$ cat src/rtl/fifo_bram_ctrl.sv
// First-word-fall-through FIFO controller for an external two-port BRAM.
// Port A read latency is absorbed by a P/O/S pipeline so the output stream runs at full rate.
module fifo_bram_ctrl #(
   parameter int DATA_W = 8,
   parameter int ADDR_W = 12
) (
   input  logic              clk,
   input  logic              reset,
   input  logic              flush,
   input  logic              wr_valid,
   output logic              wr_ready,
   input  logic [DATA_W-1:0] wr_data,
   output logic              rd_valid,
   input  logic              rd_ready,
   output logic [DATA_W-1:0] rd_data,
   output logic [ADDR_W:0]   count,
   output logic              mem_we,
   output logic [ADDR_W-1:0] mem_waddr,
   output logic [DATA_W-1:0] mem_wdata,
   output logic [ADDR_W-1:0] mem_raddr,
   input  logic [DATA_W-1:0] mem_rdata
);

   localparam logic [ADDR_W:0] DEPTH = {1'b1, {ADDR_W{1'b0}}};

   logic [ADDR_W:0]   wptr, rptr, ram_occ;
   logic              p_vld, o_vld, s_vld;
   logic [DATA_W-1:0] o_data, s_data;
   logic              full, ram_empty, push, pop, issue, o_free;
   logic [1:0]        held;

   assign ram_occ   = wptr - rptr;
   assign full      = (ram_occ == DEPTH);
   assign ram_empty = (ram_occ == '0);

   assign wr_ready  = !full && !reset;
   assign push      = wr_valid && wr_ready;
   assign mem_we    = push;
   assign mem_waddr = wptr[ADDR_W-1:0];
   assign mem_wdata = wr_data;

   assign rd_valid  = o_vld;
   assign rd_data   = o_data;
   assign pop       = o_vld && rd_ready;
   assign o_free    = !o_vld || pop;
   assign mem_raddr = rptr[ADDR_W-1:0];

   // Never let more than two words sit in P/O/S after this edge.
   assign held  = {1'b0, p_vld} + {1'b0, o_vld} + {1'b0, s_vld};
   assign issue = !ram_empty && ((held - {1'b0, pop}) <= 2'd1);
   assign count = ram_occ + (ADDR_W+1)'(held);

   always_ff @(posedge clk or posedge reset) begin
      if (reset) begin
         wptr   <= '0;
         rptr   <= '0;
         p_vld  <= 1'b0;
         o_vld  <= 1'b0;
         s_vld  <= 1'b0;
         o_data <= '0;
         s_data <= '0;
      end else if (flush) begin
         wptr  <= '0;
         rptr  <= '0;
         p_vld <= 1'b0;
         o_vld <= 1'b0;
         s_vld <= 1'b0;
      end else begin
         if (push)  wptr <= wptr + 1'b1;
         if (issue) rptr <= rptr + 1'b1;
         p_vld <= issue;
         // Skid word is older than the in-flight word, so it always goes first.
         if (s_vld && o_free) begin
            o_vld  <= 1'b1;
            o_data <= s_data;
            s_vld  <= p_vld;
            s_data <= mem_rdata;
         end else if (p_vld && o_free) begin
            o_vld  <= 1'b1;
            o_data <= mem_rdata;
         end else begin
            if (o_free) o_vld <= 1'b0;
            if (p_vld) begin
               s_vld  <= 1'b1;
               s_data <= mem_rdata;
            end
         end
      end
   end

endmodule
$ cat config.mk
export PLATFORM = sky130hd
export DESIGN_NAME = fifo_bram_ctrl
export DESIGN_NICKNAME = d
export VERILOG_FILES = /design/src/rtl/fifo_bram_ctrl.sv
export SDC_FILE = /design/constraint.sdc
export NUM_CORES = 1
export LEC_CHECK = 0
export BUFFER_PORTS_ARGS = -buffer_cell sky130_fd_sc_hd__buf_2
export CAP_MARGIN = 10
export CORE_MARGIN = 2
export CORE_UTILIZATION = 40
export DETAILED_ROUTE_END_ITERATION = 12
export GPL_TIMING_DRIVEN = 0
export HOLD_SLACK_MARGIN = 0.05
export PLACE_DENSITY_LB_ADDON = 0.1
export SLEW_MARGIN = 15
export SYNTH_ARGS = -nofsm -noshare
export SYNTH_HDL_FRONTEND = slang
export SYNTH_SLANG_ARGS = --single-unit
export TNS_END_PERCENT = 50
$ cat constraint.sdc
create_clock -name clk -period 10.23 [get_ports clk]
set_clock_uncertainty 0.2 [all_clocks]
set_input_delay 0.5115 -clock clk [delete_from_list [all_inputs] [get_ports clk]]
set_output_delay 0.5115 -clock clk [all_outputs]
set_load 0.05 [all_outputs]
==> reports/metrics.yaml, run 1 <==
global_routing:
  grt_usage: 0.182
  grt_pass1_wl_um: 14300
  grt_pass1_vias: 2972
  antenna_found_initial: 0
  grt_max_degree: 36
  grt_overflow: 0
hold_path:
  hold_class: "input pin to flip-flop"
  min_path_cells: 2
  hp-start: "mem_rdata[1]"
  min_to: "s_data[1]"
detailed_routing:
  viasPerCell: 5.35
  route.antenna.remaining_nets: 0
  drt_pass1_iterations: 4
  vias: 3122
  drt_iter0_markers: 155
  routedWlPerCell_um: 14.7
  finalWirelength_um: 8560
  drc: 0
place:
  port_buffers: 68
  dp_hpwl_um: 6730
  dp.cells: 575
  gp_congestion: 0.810
clock_tree:
  cts-root-buf: "clkbuf_8"
  clk_latency_ps: 310
  cts_buffers: 5
  cts_buffer_depth: 2
  cts_tree: "done"
  postCtsHoldBufs: 1
  clkTransAtPathRegs_ps: 100
  cts_resized: 0
  cts_htree_levels: 2
  cts_setup_buffers: 0
  clock_sinks: 45
floorplanning:
  die_y_um: 98.5
  rows: 34
  initial_core_util: 0.411
  core-area_um2: 8680
  die_x_um: 98.5
  die_area_um2: 9700
  io_pins: 77
timing:
  fmax_ghz: 0.221
  slew_headroom: 0.498
  rsz0062_at_grt: "false"
  fin_tns_setup_ps: 0
  finalSetupViolCount: 0
  slew_violations: 0
  final_hold_viol_count: 0
  fin_crit_sh: 0.442
  tightestPinTransition_ps: 753
  fin_crit_ps: 4520
run_status:
  outcome: "finished clean"
power:
  clockPowerShare: 0.182
  intPower_w: 0.000404
  p_switching_w: 0.000379
  pwr-share-seq: 0.286
  swShare: 0.485
  leakage_nw: 1.96
  power_density_nw_per_um2: 187
  p_comb_frac: 0.532
  vdd_drop_max_v: 0.000121
setup_path:
  r2r_slack_ps: 6230
  crit_required_ps: 9520
  cp-start-kind: "flip-flop"
  rr_worst_depth: 13
  crit_type: "flip-flop to output pin"
  reg2reg_from: "rptr[2]"
  end_kind: "output pin"
  timing.rr.end: "rptr[1]"
  cp.arrival_ps: 3810
  cp_max_fo: 10
synthesis:
  netlist.area_leader.share: 0.315
  async_reset_ff_frac: 1.00
  synthCells: 398
  syn_area_um2: 3570
  yosys_warnings: 0
  synth_nets: 439
  synthTopCellsByArea: "dfrtp_1 (32%), buf_4 (7.1%), ha_1 (6.0%)"
  syn_avg_cell_area_um2: 8.97
  synth-seq-area-share: 0.315
  yosys.area.top_type: "dfrtp_1"
  synth_edf_count: 0
  synthFlopType: "dfrtp_1"
  ys_seq_elements: 45
  ys_types: 66
job:
  maxCapViolCount: 0
final_layout:
  area_delta_synth_final_pct: 17.5
  nNetsFinal: 516
  diodes: 0
  instances_no_fill: 584
  drive_above_1_share: 0.305
==> layout make-up <==
class / instances / area [um^2]
fillers: 894 / 4480
multi-input cells: 282 / 2030
clock buffers: 5 / 68.8
inverters: 27 / 101
flip-flops and latches: 45 / 1130
well taps: 108 / 135
clock inverters: 3 / 50.0
repair buffers: 70 / 370
plain buffers: 44 / 317
==> layout by cell type, fill, tap and decap left out, types with 10 or more instances in the layout <==
master    n
buf_2    69
dfrtp_1  45
buf_4    34
o21ai_0  25
a21oi_1  25
inv_1    25
nor2_1   23
nand2_1  22
ha_1     17
xnor2_1  15
or3_1    13
nand3_1  12
nand4_1  10
==> flip-flops by register name, indices dropped and copies added (netlist names) <==
name,count
p_vld,1
rd_data,8
rd_valid,1
rptr,13
s_data,8
s_vld,1
wptr,13
==> power groups by stage <==
stage	Combinational, W	Sequential [W]	Clock, W
after CTS	0.000420	0.000224	0.000146
after global placement	0.000413	0.000226	0
after detailed placement	0.000419	0.000227	0
final	0.000416	0.000224	0.000143
after floorplan	0.000304	0.000256	0
after global routing	0.000448	0.000228	0.000154
==> logic make-up (layout without fill, tap and decap cells) <==
logic type / count (synthesis) / after routing / synth area share
AO/OA/AOI/OAI: 99 / 99 / 0.195
XOR/XNOR: 24 / 24 / 0.0610
adder cells (fa/ha/maj): 20 / 20 / 0.0764
buffers and inverters: 71 / 149 / 0.117
flip-flops: 45 / 45 / 0.315
multiplexers: 11 / 11 / 0.0340
AND/OR/NAND/NOR: 128 / 128 / 0.201
==> layer usage <==
metal  GRT usage  vias to the layer above  part of all wire
met3      0.0348                        7             0.050
met4      0.0464                        0             0.011
met1       0.245                     1495              0.45
li1            -                     1547                 -
met5           0                        -                 0
met2       0.302                       73              0.48
==> worst max-delay path by stage <==
stage / start / slack, ps / endpoint
after global routing: rptr[2] / 5340 / wr_ready
after global placement: rptr[2] / 6110 / mem_we
after CTS: rptr[2] / 5700 / mem_we
final: rptr[2] / 5710 / mem_we
after detailed placement: rptr[2] / 6060 / mem_we
after floorplan: rd_valid / 6420 / count[12]
==> cell usage after synthesis (all sizes together), types with 8 or more instances <==
cell type  number
a21o            8
a21oi          27
buf            39
dfrtp          45
ha             17
inv            26
mux2            9
nand2          22
nand3          12
nand4          11
nor2           23
o21ai          26
o22ai           8
o31ai           8
or3            16
xnor2          15
xor2            9
==> critical path, cell delays in order, from the launching register on <==
cell,delay (ps)
dfrtp_1,350
clkbuf_1,330
inv_1,120
ha_1,350
nor2b_4,160
o2111ai_1,250
nand3b_1,130
xnor2_1,430
nand4_1,450
o311ai_2,470
buf_6,200
inv_1,40
buf_2,200
==> through the flow <==
step	worst slack, ps	power, W	area (um^2)	util	hold WS [ps]
floorplan	6420	0.000560	3570	-	281
global route	5340	0.000830	4200	0.483	241
global placement	6110	0.000640	4050	0.466	262
finish	5710	0.000783	4200	0.483	240
CTS	5700	0.000790	4200	0.483	233
detailed placement	6060	0.000646	4070	0.469	269
Power figures use the tool's default switching activity.
==> inputs of run 2 (changes only) <==
Clock period 10.23 ns to 4 ns, I/O delays scaled along.
==> run 2 against run 1 <==
Clock-buffer cell count unchanged. First-iteration DRC count shrank 12%. Final area rose by 4.0%. Die area stayed put. Via count grew 2.7%. Combinational power rose to 2.7 times the previous value. Largest power group unchanged. Power rose to 2.6 times the previous value. Sequential share of layout area fell by 1.0 points.
==> reports/metrics.yaml, run 2 (synthesis gave the netlist of run 1 again) <==
floorplanning:
  rows: 34  # unchanged
  initial_core_util: 0.411  # unchanged
  io_pins: 77  # unchanged
  die_y_um: 98.5  # unchanged
  die_area_um2: 9700  # unchanged
  die_x_um: 98.5  # unchanged
  core-area_um2: 8680  # unchanged
final_layout:
  instances_no_fill: 595  # was 584
  diodes: 0  # unchanged
  mostFrequentLayoutCells: "buf_2 (68), dfrtp_1 (44), buf_4 (37)"  # was buf_2 (69), dfrtp_1 (45), buf_4 (34)
  nNetsFinal: 527  # was 516
  drive_above_1_share: 0.316  # was 0.305
  area_delta_synth_final_pct: 22.2  # was 17.5%
  reg_top3: "rptr (13), wptr (13)"  # unchanged
  layout_commonest_cell: "buf_2"  # unchanged
  utilization: 0.503  # was 0.483
setup_path:
  crit_top_cell: "inv_1"  # unchanged
  cp_cell_sequence: "inv_1 -> ha_1 -> nor2b_4 -> o31ai_4 -> a31oi_4 -> xnor2_1 -> nand4_4 -> o311ai_4 -> buf_6 -> inv_1 -> buf_2"  # was clkbuf_1 -> inv_1 -> ha_1 -> nor2b_4 -> o2111ai_1 -> nand3b_1 -> xnor2_1 -> nand4_1 -> o311ai_2 -> buf_6 -> inv_1 -> buf_2
  cpPeakStageDelay_ps: 480  # was 470 ps
  end_kind: "output pin"  # unchanged
  critPathCapture: "mem_we"  # unchanged
  cp_max_fo: 11  # was 10
  timing.rr.end: "rptr[1]"  # unchanged
  rr_worst_depth: 14  # was 13
  cp-start-kind: "flip-flop"  # unchanged
  reg2reg_from: "rptr[2]"  # unchanged
  critPathSlowestCell: "dfrtp_2"  # was o311ai_2
  crit_type: "flip-flop to output pin"  # unchanged
  startpoint: "rptr[2]"  # unchanged
  crit_required_ps: 3600  # was 9520 ps
  r2r_slack_ps: 290  # was 6230 ps
  cp.arrival_ps: 3350  # was 3810 ps
clock_tree:
  clock_sinks: 45  # unchanged
  cts-root-buf: "clkbuf_8"  # unchanged
  cts_htree_levels: 2  # unchanged
  clk_latency_ps: 310  # about the same
  clkTransAtPathRegs_ps: 90  # was 100 ps
  cts_buffer_depth: 2  # unchanged
  cts_buffers: 5  # unchanged
  cts_tree: "done"  # unchanged
global_routing:
  grt_usage: 0.184  # was 0.182
  grt_pass1_wl_um: 14600  # was 14300 um
  antenna_found_initial: 0  # unchanged
  grt_max_degree: 36  # unchanged
  grt_pass1_vias: 3054  # was 2972
  grt_overflow: 0  # unchanged
timing:
  final_hold_viol_count: 0  # unchanged
  slew_violations: 0  # unchanged
  fin_crit_sh: 0.938
  fmax_ghz: 0.266
  finalSetupViolCount: 0  # unchanged
  fin_crit_ps: 3750
  slew_headroom: 0.503  # was 0.498
  tightestPinTransition_ps: 745  # was 753 ps
power:
  intPower_w: 0.00106  # was 0.000404 W
  p_comb_frac: 0.542  # was 0.532
  pwr-share-seq: 0.280  # was 0.286
  vdd_drop_max_v: 0.000313  # was 0.000121 V
  power_density_nw_per_um2: 471  # was 187 nW/um^2
  swShare: 0.485  # about the same
  clockPowerShare: 0.178  # was 0.182
  leakage_nw: 2.02  # was 1.96 nW
  p_total_w: 0.00205  # was 0.000783 W
  p_switching_w: 0.000997  # was 0.000379 W
detailed_routing:
  vias: 3205  # was 3122
  routedWlPerCell_um: 14.6  # was 14.7 um
  drc: 0  # unchanged
  drt_iter0_markers: 136  # was 155
  finalWirelength_um: 8680  # was 8560 um
  drt_pass1_iterations: 4  # unchanged
  viasPerCell: 5.39  # was 5.35
  route.antenna.remaining_nets: 0  # unchanged
place:
  dp_hpwl_um: 6730  # unchanged
  gp_congestion: 0.810  # unchanged
  dp.cells: 575  # unchanged
  port_buffers: 68  # unchanged
job:
  maxCapViolCount: 0  # unchanged
hold_path:
  hold_class: "input pin to flip-flop"  # unchanged
run_status:
  outcome: "finished clean"  # unchanged
## run 2: layer usage
layer  vias to the layer above  track usage  share of wire
li1                       1572            -              -
met1                      1546        0.246           0.45
met2                        77        0.309           0.49
met3                        10       0.0355          0.052
met4                         0       0.0464          0.013
met5                         -            0              0
## run 2: power by group through the flow
stage	Sequential, W	Combinational, W	Clock (W)
2_1_floorplan	0.000653	0.000778	0
3_3_place_gp	0.000579	0.00106	0
3_5_place_dp	0.000581	0.00107	0
4_1_cts	0.000576	0.00108	0.000374
5_1_grt	0.000587	0.00120	0.000394
6_report	0.000575	0.00111	0.000365
## run 2: how the worst min path moves through the flow
stage	slack, ps	to	cells after the start	startpoint
global placement	250	s_data[3]	2	mem_rdata[3]
global route	80	wptr[4]	3	flush
detailed placement	-20	rptr[8]	2	reset
floorplan	150	s_data[0]	1	mem_rdata[0]
finish	70	rptr[4]	3	flush
CTS	50	rptr[4]	3	flush
## run 2: cell type report
type                            instances  area (um^2)
Inverter                               27          101
Clock inverter                          3         50.0
Sequential cell                        45         1130
Tap cell                              108          135
Buffer                                 43          313
Multi-Input combinational cell        282         2080
Clock buffer                            5         68.8
Fill cell                             873         4320
Timing Repair Buffer                   82          485
## run 2: per-stage QoR
stage | area, um^2 | TNS [ps] | hold WS (ps) | setup slack [ps]
floorplan | 3570 | 0 | 152 | 498
global placement | 4050 | 0 | 248 | 125
detailed placement | 4070 | 0 | -15.8 | 29.9
CTS | 4300 | 0 | 50.4 | 28.3
global route | 4360 | -0.00977 | 81.6 | -0.00977
finish | 4360 | 0 | 73.8 | 247
## run 2: worst max-delay path, delay by kind of cell, from the launching register on
| kind | cells | cell delay [ps] |
|---|---|---|
| fa+ha+maj | 1 | 350 |
| xor+xnor | 1 | 430 |
| simple gates | 2 | 410 |
| buf+inv | 4 | 520 |
| compound gates | 3 | 840 |
| flops | 1 | 480 |
## run 2: repair_timing
item / 4_1_cts / 5_1_grt
pin swaps: 1 / 2
buffers inserted: 2 / 1
endpoints found under the hold margin: 62 / 0
hold buffers: 10 / 0
setup endpoints to repair: 2 / 5
gates resized for setup: 0 / 10
